### src/rtl/arena_pkg.sv
// Shared arena definitions: cell codes, grid geometry, colours and the cell address packing.
package arena_pkg;

    localparam int CELL_SHIFT = 3;
    localparam int GRID_W     = 80;
    localparam int GRID_H     = 60;
    localparam int ADDR_W     = 13;

    typedef enum logic [1:0] {
        CELL_EMPTY = 2'd0,
        CELL_P1    = 2'd1,
        CELL_WALL  = 2'd2,
        CELL_P2    = 2'd3
    } cell_t;

    typedef enum logic {
        PLAY = 1'b0,
        OVER = 1'b1
    } flash_state_t;

    typedef struct packed {
        logic [7:0] r;
        logic [7:0] g;
        logic [7:0] b;
    } rgb_t;

    localparam rgb_t RGB_BLACK    = 24'h000000;
    localparam rgb_t RGB_P1_HEAD  = 24'hFFFF00;
    localparam rgb_t RGB_P2_HEAD  = 24'h00FFFF;
    localparam rgb_t RGB_P1_TRAIL = 24'h7F7F00;
    localparam rgb_t RGB_WALL     = 24'h606060;
    localparam rgb_t RGB_P2_TRAIL = 24'h007F7F;
    localparam rgb_t RGB_GRID     = 24'h181818;

    // Row-major cell address with a 128-cell row pitch, shared with the RAM and player blocks.
    function automatic logic [ADDR_W-1:0] pack_addr(input logic [5:0] cell_y, input logic [6:0] cell_x);
        return {cell_y, cell_x};
    endfunction

endpackage

### src/rtl/arena_flash_ctrl.sv
// Frame-start detector plus the PLAY/OVER state machine that drives the game-over flash phase.
module arena_flash_ctrl
    import arena_pkg::*;
#(
    parameter int FLASH_FRAMES = 15
) (
    input  logic       clk,
    input  logic       reset,
    input  logic [9:0] next_x,
    input  logic [9:0] next_y,
    input  logic       fim_de_jogo,
    output logic       frame_tick,
    output logic       flash_phase
);

    localparam int CW = (FLASH_FRAMES > 1) ? $clog2(FLASH_FRAMES) : 1;
    localparam logic [CW-1:0] LAST = CW'(FLASH_FRAMES - 1);

    flash_state_t  state;
    logic [CW-1:0] count;
    logic          prev_origin;
    logic          at_origin;

    assign at_origin = (next_x == '0) && (next_y == '0);

    // The counter advances on the registered tick, so a phase flip lands one cycle after the pulse.
    always_ff @(posedge clk) begin
        if (!reset) begin
            prev_origin <= 1'b0;
            frame_tick  <= 1'b0;
            state       <= PLAY;
            count       <= '0;
            flash_phase <= 1'b0;
        end else begin
            prev_origin <= at_origin;
            frame_tick  <= at_origin && !prev_origin;
            case (state)
                PLAY: begin
                    count       <= '0;
                    flash_phase <= 1'b0;
                    if (fim_de_jogo)
                        state <= OVER;
                end
                OVER: begin
                    if (!fim_de_jogo) begin
                        state       <= PLAY;
                        count       <= '0;
                        flash_phase <= 1'b0;
                    end else if (frame_tick) begin
                        if (count == LAST) begin
                            count       <= '0;
                            flash_phase <= ~flash_phase;
                        end else begin
                            count <= count + 1'b1;
                        end
                    end
                end
                default: state <= PLAY;
            endcase
        end
    end

endmodule

### src/rtl/arena_renderer.sv
// Two-stage arena pixel renderer: cell fetch, then colour mapping with head overlays and flash.
// Optional build macro ARENA_GRID_LINES_EN draws dim grid lines on empty cells.
module arena_renderer
    import arena_pkg::*;
#(
    parameter int H_ACTIVE     = 640,
    parameter int V_ACTIVE     = 480,
    parameter int FLASH_FRAMES = 15
) (
    input  logic              VGA_CLK,
    input  logic              reset,
    input  logic [9:0]        next_x,
    input  logic [9:0]        next_y,
    input  logic              fim_de_jogo,
    input  logic [9:0]        p1_x,
    input  logic [9:0]        p1_y,
    input  logic [9:0]        p2_x,
    input  logic [9:0]        p2_y,
    output logic [ADDR_W-1:0] rd_addr,
    input  logic [1:0]        rd_data,
    output logic [7:0]        OUT_R,
    output logic [7:0]        OUT_G,
    output logic [7:0]        OUT_B,
    output logic              frame_tick
);

    // Widened to 11 bits so a head near x=1023 cannot wrap its right edge.
    function automatic logic head_hit(input logic [9:0] px, input logic [9:0] py,
                                      input logic [9:0] hx, input logic [9:0] hy);
        return ({1'b0, px} >= {1'b0, hx}) && ({1'b0, px} < ({1'b0, hx} + 11'd8)) &&
               ({1'b0, py} >= {1'b0, hy}) && ({1'b0, py} < ({1'b0, hy} + 11'd8));
    endfunction

    logic [6:0] cell_x;
    logic [6:0] cell_y;
    logic       visible_now;
    logic       flash_phase;

    logic       s0_valid;
    logic       s0_visible;
    logic       s0_p1_hit;
    logic       s0_p2_hit;
`ifdef ARENA_GRID_LINES_EN
    logic       s0_grid;
`endif

    rgb_t       cell_rgb;
    rgb_t       pix_rgb;
    rgb_t       pix_q;

    assign cell_x = 7'(next_x >> CELL_SHIFT);
    assign cell_y = 7'(next_y >> CELL_SHIFT);
    assign visible_now = (next_x < 10'(H_ACTIVE)) && (next_y < 10'(V_ACTIVE)) &&
                         (cell_x < 7'(GRID_W)) && (cell_y < 7'(GRID_H));

    arena_flash_ctrl #(
        .FLASH_FRAMES(FLASH_FRAMES)
    ) u_flash (
        .clk        (VGA_CLK),
        .reset      (reset),
        .next_x     (next_x),
        .next_y     (next_y),
        .fim_de_jogo(fim_de_jogo),
        .frame_tick (frame_tick),
        .flash_phase(flash_phase)
    );

    // Stage 0: issue the RAM read and capture everything the colour stage needs alongside rd_data.
    always_ff @(posedge VGA_CLK) begin
        if (!reset) begin
            rd_addr    <= '0;
            s0_valid   <= 1'b0;
            s0_visible <= 1'b0;
            s0_p1_hit  <= 1'b0;
            s0_p2_hit  <= 1'b0;
`ifdef ARENA_GRID_LINES_EN
            s0_grid    <= 1'b0;
`endif
        end else begin
            rd_addr    <= pack_addr(cell_y[5:0], cell_x);
            s0_valid   <= 1'b1;
            s0_visible <= visible_now;
            s0_p1_hit  <= head_hit(next_x, next_y, p1_x, p1_y);
            s0_p2_hit  <= head_hit(next_x, next_y, p2_x, p2_y);
`ifdef ARENA_GRID_LINES_EN
            s0_grid    <= (next_x[CELL_SHIFT-1:0] == '0) || (next_y[CELL_SHIFT-1:0] == '0);
`endif
        end
    end

    // Heads sit above the flash inversion; off-screen pixels stay black regardless.
    always_comb begin
        cell_rgb = RGB_BLACK;
        case (cell_t'(rd_data))
            CELL_P1:   cell_rgb = RGB_P1_TRAIL;
            CELL_WALL: cell_rgb = RGB_WALL;
            CELL_P2:   cell_rgb = RGB_P2_TRAIL;
            default:   cell_rgb = RGB_BLACK;
        endcase
`ifdef ARENA_GRID_LINES_EN
        if ((cell_t'(rd_data) == CELL_EMPTY) && s0_grid)
            cell_rgb = RGB_GRID;
`endif
        if (flash_phase)
            cell_rgb = rgb_t'(~cell_rgb);

        if (!s0_visible)
            pix_rgb = RGB_BLACK;
        else if (s0_p1_hit)
            pix_rgb = RGB_P1_HEAD;
        else if (s0_p2_hit)
            pix_rgb = RGB_P2_HEAD;
        else
            pix_rgb = cell_rgb;
    end

    always_ff @(posedge VGA_CLK) begin
        if (!reset)
            pix_q <= RGB_BLACK;
        else
            pix_q <= s0_valid ? pix_rgb : RGB_BLACK;
    end

    assign OUT_R = pix_q.r;
    assign OUT_G = pix_q.g;
    assign OUT_B = pix_q.b;

endmodule

### config.mk
export PLATFORM = sky130hd
export DESIGN_NAME = arena_renderer
export DESIGN_NICKNAME = d
export VERILOG_FILES = /design/src/rtl/arena_pkg.sv /design/src/rtl/arena_flash_ctrl.sv /design/src/rtl/arena_renderer.sv
export SDC_FILE = /design/constraint.sdc
export NUM_CORES = 1
export LEC_CHECK = 0
export ABC_AREA = 1
export BUFFER_PORTS_ARGS = -buffer_cell sky130_fd_sc_hd__buf_2
export CORE_MARGIN = 5
export CORE_UTILIZATION = 54
export CTS_CLUSTER_DIAMETER = 40
export DETAILED_ROUTE_END_ITERATION = 6
export MAX_ROUTING_LAYER = met4
export PLACE_DENSITY = 0.82
export SKIP_CTS_REPAIR_TIMING = 1
export SLEW_MARGIN = 30
export SYNTH_ARGS = -nofsm -noshare
export SYNTH_HDL_FRONTEND = slang
export SYNTH_HIERARCHICAL = 1
export SYNTH_SLANG_ARGS = --single-unit
### constraint.sdc
create_clock -name VGA_CLK -period 1.7 [get_ports VGA_CLK]
set_input_delay 0.17 -clock VGA_CLK [delete_from_list [all_inputs] [get_ports VGA_CLK]]
set_output_delay 0.17 -clock VGA_CLK [all_outputs]
set_load 0.005 [all_outputs]
# After elaboration in Yosys (flattened, before gate mapping)
# Cells that the tools add are included.
[word_totals] regBits=49 output_inout_bits=38
[classes] magnitude_cmp=12 n_mux=14 n_reduce_logical=17 bitwise=6 addsub=5 eq_ne=6
[ops] cell="24-bit 2-to-1 mux" count=3
[ops] cell="23-bit one-hot mux with 3 select lines" count=1
[ops] cell="10-bit by 4-bit adder with 11-bit output, second input constant" count=4
[ops] cell="10-bit by 11-bit less-than comparator with 1-bit output" count=4
[ops] cell="10-bit >= comparator" count=4
[ops] cell="24-bit inverter" count=1
[ops] cell="10-bit zero test" count=2
[ops] cell="4-bit 2-to-1 mux" count=3
[ops] cell="1-bit logical AND" count=11
[ops] cell="10-bit less-than comparator, second input constant" count=1
[ops] cell="10-bit by 9-bit less-than comparator with 1-bit output, second input constant" count=1
[ops] cell="4-bit one-hot mux with 2 select lines" count=1
[ops] cell="7-bit by 6-bit less-than comparator with 1-bit output, second input constant" count=1
[ops] cell="7-bit less-than comparator, second input constant" count=1
[ops] cell="1-bit 2-to-1 mux" count=5
[ops] cell="1-bit inverter" count=5
[ops] cell="4-bit by 1-bit adder with 4-bit output, second input constant" count=1
[ops] cell="2-bit equality test, second input constant" count=2
[ops] cell="4-bit equality test, second input constant" count=1
[ops] cell="4-bit OR reduction" count=1
[ops] cell="3-bit by 2-bit inequality test with 1-bit output, second input constant" count=1
[ops] cell="3-bit inequality test, second input constant" count=1
[ops] cell="3-bit AND reduction" count=1
[ops] cell="2-bit by 1-bit equality test with 1-bit output, second input constant" count=1
[ops] cell="3 further kinds" count=3

# Longest topological paths before layout
# Gate-level depths: netlist (run 1).
[depth] word_depth=6 mapped_depth=12 depth_no_buf=12

# Hierarchy
# The synthesis (run 1) kept the hierarchy.
[modules_own_cells] module="arena_renderer" area_per_inst_um2=3224.3 seq_area_each_um2=520.5 instances=1 cells_each=472
[modules_own_cells] module="arena_flash_ctrl" area_per_inst_um2=452.9 seq_area_each_um2=160.2 instances=1 cells_each=70

# Least setup slack after synthesis (run 1)
# No wires, ideal clock.
[synth_timing] path_type="input to register" startpoint="input p2_x[3]" endpoint="register s0_p2_hit" setup_ps=115 stages=11 t_arrival_ps=1337 required_ps=1585 path_slack_ps=248 cell_sequence="ha_1 nand2_1 nor2_1 nand3_1 xor2_1 ha_1 nand3b_1 a21oi_1 nor2_1 nand2_1 nor2_1"
[synth_via] elab_chain_cells=5 elab_cells_between_ends=6
[synth_lines] element="from (decl)" line_no="arena_renderer.sv:17" text="input logic [9:0] p2_x,"
[synth_lines] element="10-bit by 4-bit adder with 11-bit output" line_no="arena_renderer.sv:30" text="return ({1'b0, px} >= {1'b0, hx}) && ({1'b0, px} < ({1'b0, hx} + 11'd8)) &&"
[synth_lines] element="10-bit by 11-bit less-than comparator with 1-bit output" line_no="arena_renderer.sv:30"
[synth_lines] element="1-bit logical AND * (2 in series)" line_no="arena_renderer.sv:30"
[synth_lines] element="1-bit logical AND *" line_no="arena_renderer.sv:31" text="({1'b0, py} >= {1'b0, hy}) && ({1'b0, py} < ({1'b0, hy} + 11'd8));"
[synth_lines] element="to (signal assigned)" line_no="arena_renderer.sv:84" text="s0_p2_hit <= head_hit(next_x, next_y, p2_x, p2_y);"
[synth_lines] element="to (decl)" line_no="arena_renderer.sv:42" text="logic s0_p2_hit;"
# Every way passes the cells marked *; elsewhere a longest branch is shown, timed or not.
# A chain may end at the register's enable or synchronous reset.

# Final worst setup path (run 1)
# Ends and elaborated chain as after synthesis.

==> metrics.cfg, run 1 <==
[setup_path]
worst-path-buf-inv=1
critical_path_class=in -> reg
startpoint_type=input port
regToRegEndpoint=OUT_R[4]$_SDFF_PN0_
crit_fanout=3
critPathSlowestCell=ha_1
r2r_slack_ps=550
cp.arrival_ps=1620
cp_data_required_time_ps=1880
cp_slowest_stage_delay_ps=300
rr_worst_depth=3
path_cells=buf_2 > ha_1 > nand2_1 > nor2_1 > nand3_1 > xor2_1 > ha_1 > nand3b_1 > a21oi_1 > nor2_1 > nand2_1 > nor2_1
path_delay_family=simple AND/OR/NAND/NOR gates
cp_common_cell=nor2_1
crit_path_end_kind=flop
r2r_start=u_flash/flash_phase$_SDFFE_PN0P_

[routing]
wl_met3_um=485
route.detailed.drc=0
drt_pass1_iterations=4
drt-total-wl_um=8280
antenna_left=0
dr_wl_met2_um=4050
drtIter0Drc=96
highest_layer=met4
wl_met1_um=3590
wl_per_cell_um=11.5
num_vias=3603
via_per_inst=4.99

[run_status]
status=completed

[yosys]
synth_area_leaders=ha_1, dfxtp_1, nand2_1
syn_area_per_cell_sq_um=6.78
synth_area_leader_cell=ha_1
synth-seq-cells=34
synth_cells=542
synth_nets=686
synth_top_area_share=0.269
ys.flop_type=dfxtp_1
synth_async_sr_flop_share=0
ys_seq_area_frac=0.185
synth-edff-count=0
yosysWarnings=6
netlist_area_sq_um=3680
ys_types=33

[sta]
tightestPinTransition_ps=354
max_clock_freq_mhz=694
final.setup.tns_ps=0
timing.final.ws_setup_ps=258
period_minus_slack_ps=1440
finClkSkew_ps=4.13
setup_viol_count_final=0
finalHoldViolations=0
holdWs_ps=96.2
rsz0062_at_grt=false
slew-limit-headroom=0.764
period_share=0.848
slew_violations=0

[placed_design]
gp_congestion=0.936
dpl.cell_count=709
dpl.hpwl_um=7240
dpl_worst_slack_ps=-43.0
dpl-instance-area_sq_um=4180
io_buffers=102

[job]
maxCapViolCount=0

[layout]
design_area_sq_um=4290
fin_cells=722
drive_gt1_frac=0.212
syn_to_final_growth_pct=16.5
final_net_count=780
final_core_util=0.638

[worst_hold_path]
min_path_type=in -> reg
hold_start=fim_de_jogo
hold_end=u_flash/state$_SDFF_PN0_
whs_path_depth=3

[floorplan]
row_count=30
fp.dieW_um=92.5
die_area_sq_um=8560
die_h_um=92.5
ios=103
initial_utilization=0.547
core-area_sq_um=6720

[global_routing]
grt_pass1_wl_um=14600
gr-usage-all-layers=0.208
grt_max_degree=15
grt_pass1_vias=3523
grt.overflow.total=0
antenna_found_initial=1

[clocking]
clk_pin_slew_worst_paths_ps=70
clock_latency_ps=280
clock_sinks=34
clk_path_buf_depth=2
cts_tree=built
cts_root_buf=clkbuf_8
cts_buffers=5
cts-htree-levels=2

[power]
p_leak_nw=2.56
vdd_drop_max_mv=0.224
p_per_area_nw_per_um2=512
power.total_mw=2.20

-- registers in the layout (all words and copies together) (netlist names) --
| signal | cells |
|---|---|
| rd_addr | 13 |
| u_flash/state | 1 |
| u_flash/frame_tick | 1 |
| OUT_G | 3 |
| u_flash/count | 4 |
| s0_p2_hit | 1 |
| s0_valid | 1 |
| u_flash/flash_phase | 1 |
| OUT_R | 3 |
| OUT_B | 3 |
| s0_p1_hit | 1 |
| s0_visible | 1 |
| u_flash/prev_origin | 1 |
-- report_power, final --
part / leakage, nW / switching, mW / internal (mW)
logic: 2.24 / 0.431 / 0.327
registers: 0.279 / 0.0130 / 0.823
clock network: 0.0483 / 0.276 / 0.326
total: 2.56 / 0.720 / 1.48
-- layer usage --
metal,vias to the layer above,track usage
met5,-,-
met4,0,0.0718
met3,14,0.0317
met2,111,0.366
met1,1591,0.240
li1,1887,-
-- how the worst max path moves through the flow --
stage / depth (start not counted) / start / end / slack, ps
4_1_cts: 12 / p2_x[3] / s0_p2_hit$_SDFF_PN0_ / 270
3_3_place_gp: 12 / p2_x[3] / s0_p2_hit$_SDFF_PN0_ / 20
5_1_grt: 12 / p1_x[3] / s0_p1_hit$_SDFF_PN0_ / 90
6_report: 12 / p2_x[3] / s0_p2_hit$_SDFF_PN0_ / 260
3_5_place_dp: 12 / p2_x[3] / s0_p2_hit$_SDFF_PN0_ / -40
2_1_floorplan: 11 / p2_x[3] / s0_p2_hit$_SDFF_PN0_ / 250
-- worst register-to-register path, stage by stage (launching register included) --
cell and delay (ps):
dfxtp_1 530, nand2_1 160, or2_0 240, a21oi_1 150
-- cell families after synthesis --
logic type,Yosys count,share of synthesized area
DFF,34,0.185
buffers and inverters,116,0.136
adders and majority gates,79,0.269
AOI/OAI and AO/OA,52,0.0803
xor gates and xnor gates,21,0.0500
and+or+nand+nor,240,0.279
-- layout by cell type, fill, tap and decap left out, drive strengths merged, types with 4 or more instances in the layout --
cell,n
clkinv,6
dfxtp,34
nor3,6
inv,93
nand3b,4
diode,5
o21ai,7
xor2,17
nor2,59
ha,79
a21oi,31
a21o,8
nand3,35
buf,105
nand2,131
xnor2,4
clkbuf,7
-- synth_stat cells (5+ instances only) --
cell type    n
a21o_1       8
a21oi_1     31
buf_4       16
dfxtp_1     34
ha_1        79
inv_1       83
inv_2       10
nand2_1    126
nand3_1     33
nor2_1      56
o21ai_0      5
xor2_1      17
-- cell type report --
type                    instances  area [sq um]
fillers                       616          2430
well taps                      80           100
diodes                          5          12.5
clock inverters                 1          5.00
clock buffers                   7          86.3
repair buffers                105           533
multi-input cells             392          2490
flip-flops and latches         34           681
inverters                      98           373
(Power assumes the default switching activity.)
==> inputs of run 2 (changes only) <==
Clock period 1.7 ns to 1.35 ns, I/O delays scaled along.
==> run 2 against run 1 <==
  * Via count rose by 6.0%
  * Count of clock-buffer cells in the layout did not move
  * The run now ends with negative setup slack left
  * Critical endpoint is now s0_p1_hit$_SDFF_PN0_
  * Worst setup slack got worse by 350 ps
==> metrics.cfg, run 2 (synthesis gave the netlist of run 1 again) <==
[routing]
via_per_inst=5.09  ; +1.9%
antenna_left=0  ; unchanged
route.detailed.drc=0  ; unchanged
wl_per_cell_um=12.4  ; +8.2%
drt-total-wl_um=9320  ; +13%
drt_pass1_iterations=4  ; unchanged
num_vias=3820  ; +6.0%
drtIter0Drc=126  ; +31%

[placed_design]
dpl-instance-area_sq_um=4450  ; +6.5%
dpl_worst_slack_ps=-401  ; -358 ps
dpl.hpwl_um=7770  ; +7.2%
io_buffers=102  ; unchanged
gp_congestion=0.939  ; +0.27%

[power]
p_leak_nw=2.75  ; +7.1%
p_seq_frac=0.370  ; -0.011
p_per_area_nw_per_um2=610  ; +19%
p_comb_frac=0.388  ; +0.043
power.internal_mw=1.89  ; +28%
vdd_drop_max_mv=0.289  ; +29%
p_clk_frac=0.242  ; -0.032
power.total_mw=2.84  ; +29%
p_switching_mw=0.949  ; +32%
swShare=0.334  ; +0.00577

[sta]
tightestPinTransition_ps=354  ; +0.597 ps
slew_violations=0  ; unchanged
period_share=1.07
setup_viol_count_final=2  ; +2
finalHoldViolations=0  ; unchanged
period_minus_slack_ps=1450
slew-limit-headroom=0.764  ; about the same
finClkSkew_ps=7.84  ; +3.71 ps
rsz0062_at_grt=true
timing.final.ws_setup_ps=-95.7  ; -354 ps
max_clock_freq_mhz=692

[global_routing]
gr-max-usage-layer=met2
grt.overflow.total=0  ; unchanged
gr-usage-all-layers=0.215  ; +0.00696
grt_pass1_wl_um=14700  ; +0.90%
grt_pass1_vias=3713  ; +5.4%
grt_max_degree=15  ; unchanged
use_met2=0.406  ; +0.0405
antenna_found_initial=0  ; -1
use_met1=0.224  ; -0.0154
grt_use_met3=0.0252  ; -0.00650

[worst_hold_path]
whs_path_depth=3  ; unchanged
min_path_type=in -> reg
hold_end=u_flash/state$_SDFF_PN0_
hold_start=fim_de_jogo

[setup_path]
crit_fanout=3  ; unchanged
regToRegEndpoint=u_flash/flash_phase$_SDFFE_PN0P_
startpoint_type=input port
r2r_slack_ps=250  ; -300 ps
r2r_start=u_flash/count[0]$_SDFFE_PN0P_
crit_path_end_kind=flop
critical_path_class=in -> reg
rr_worst_depth=8  ; +5
cp_data_required_time_ps=1530  ; -350 ps
cp.arrival_ps=1620  ; about the same

[floorplan]
ios=103  ; unchanged
fp.dieW_um=92.5  ; unchanged
die_area_sq_um=8560  ; unchanged
initial_utilization=0.547  ; unchanged
core-area_sq_um=6720  ; unchanged
row_count=30  ; unchanged
die_h_um=92.5  ; unchanged

[layout]
regMostFlops=rd_addr
final_cell_mix=nand2_1, buf_2, inv_1, ha_1, nor2_1
largest_reg_flops=13  ; unchanged
final_net_count=815  ; +4.5%
design_area_sq_um=4660  ; +8.7%
drive_gt1_frac=0.276  ; +0.0638
top_regs=rd_addr x13, u_flash/count x4
syn_to_final_growth_pct=26.7
layout_commonest_cell=nand2_1
n_antenna_cell=0  ; -5

[clocking]
cts-htree-levels=2  ; unchanged
cts_buffers=5  ; unchanged
clk_path_buf_depth=2  ; unchanged
clock_sinks=34  ; unchanged
cts_root_buf=clkbuf_8
clk_pin_slew_worst_paths_ps=70  ; about the same
clock_latency_ps=280  ; about the same
cts_tree=built

[run_status]
violations=negative setup slack
status=finished with violations

[job]
maxCapViolCount=0  ; unchanged

[run 2: changes by cell type in the layout (fill, tap and decap cells not counted), sizes merged]
| cell | delta |
|---|---|
| clkinv | -1 |
| buf | +35 |
| diode | -5 |
[run 2: how the worst max path moves through the flow]
stage	to	cells after the start	startpoint	slack [ps]
floorplan	s0_p2_hit$_SDFF_PN0_	11	p2_x[3]	-8
global placement	s0_p1_hit$_SDFF_PN0_	12	p1_x[3]	-300
detailed placement	s0_p1_hit$_SDFF_PN0_	12	p1_x[3]	-400
CTS	s0_p1_hit$_SDFF_PN0_	12	p1_x[3]	-110
global route	s0_p1_hit$_SDFF_PN0_	13	p1_x[3]	-180
finish	s0_p1_hit$_SDFF_PN0_	13	p1_x[3]	-100
[run 2: final cells by class]
type / instances / area [sq um]
inverters: 98 / 373
fillers: 549 / 2060
repair buffers: 140 / 827
well taps: 80 / 100
flip-flops and latches: 34 / 681
multi-input cells: 392 / 2600
clock buffers: 7 / 76.3
[run 2: worst max-delay path: stages]
cell and delay [ps]:
buf_6 110, ha_4 160, nand2_2 90, nor2_4 40
buf_4 130, xor2_1 160, ha_1 280, nand2_1 40
nand3b_1 160, a21oi_1 120, nor2_1 50, nand2_1 80
nor2_1 60
[run 2: power by group through the flow]
stage          clock network (mW)  registers [mW]  logic, mW
2_1_floorplan                   0            1.07      0.622
3_3_place_gp                    0            1.07      0.988
3_5_place_dp                    0            1.07       1.05
4_1_cts                     0.703            1.05       1.05
5_1_grt                     0.748            1.06       1.26
6_report                    0.687            1.05       1.10
[run 2: routing by layer]
| layer | vias to the layer above | part of all wire |
|---|---|---|
| li1 | 1952 | - |
| met1 | 1730 | 0.40 |
| met2 | 113 | 0.52 |
| met3 | 25 | 0.054 |
| met4 | 0 | 0.029 |
| met5 | - | 0 |
[run 2: per-stage QoR]
stage / instances / utilization / setup TNS, ps / hold WS [ps]
floorplan: 542 / - / -14.8 / 163
global placement: 741 / 0.663 / -584 / 337
detailed placement: 741 / 0.663 / -787 / 351
finish: 751 / 0.693 / -121 / 64.7
global route: 751 / 0.693 / -264 / 89.0
CTS: 748 / 0.674 / -197 / 62.8
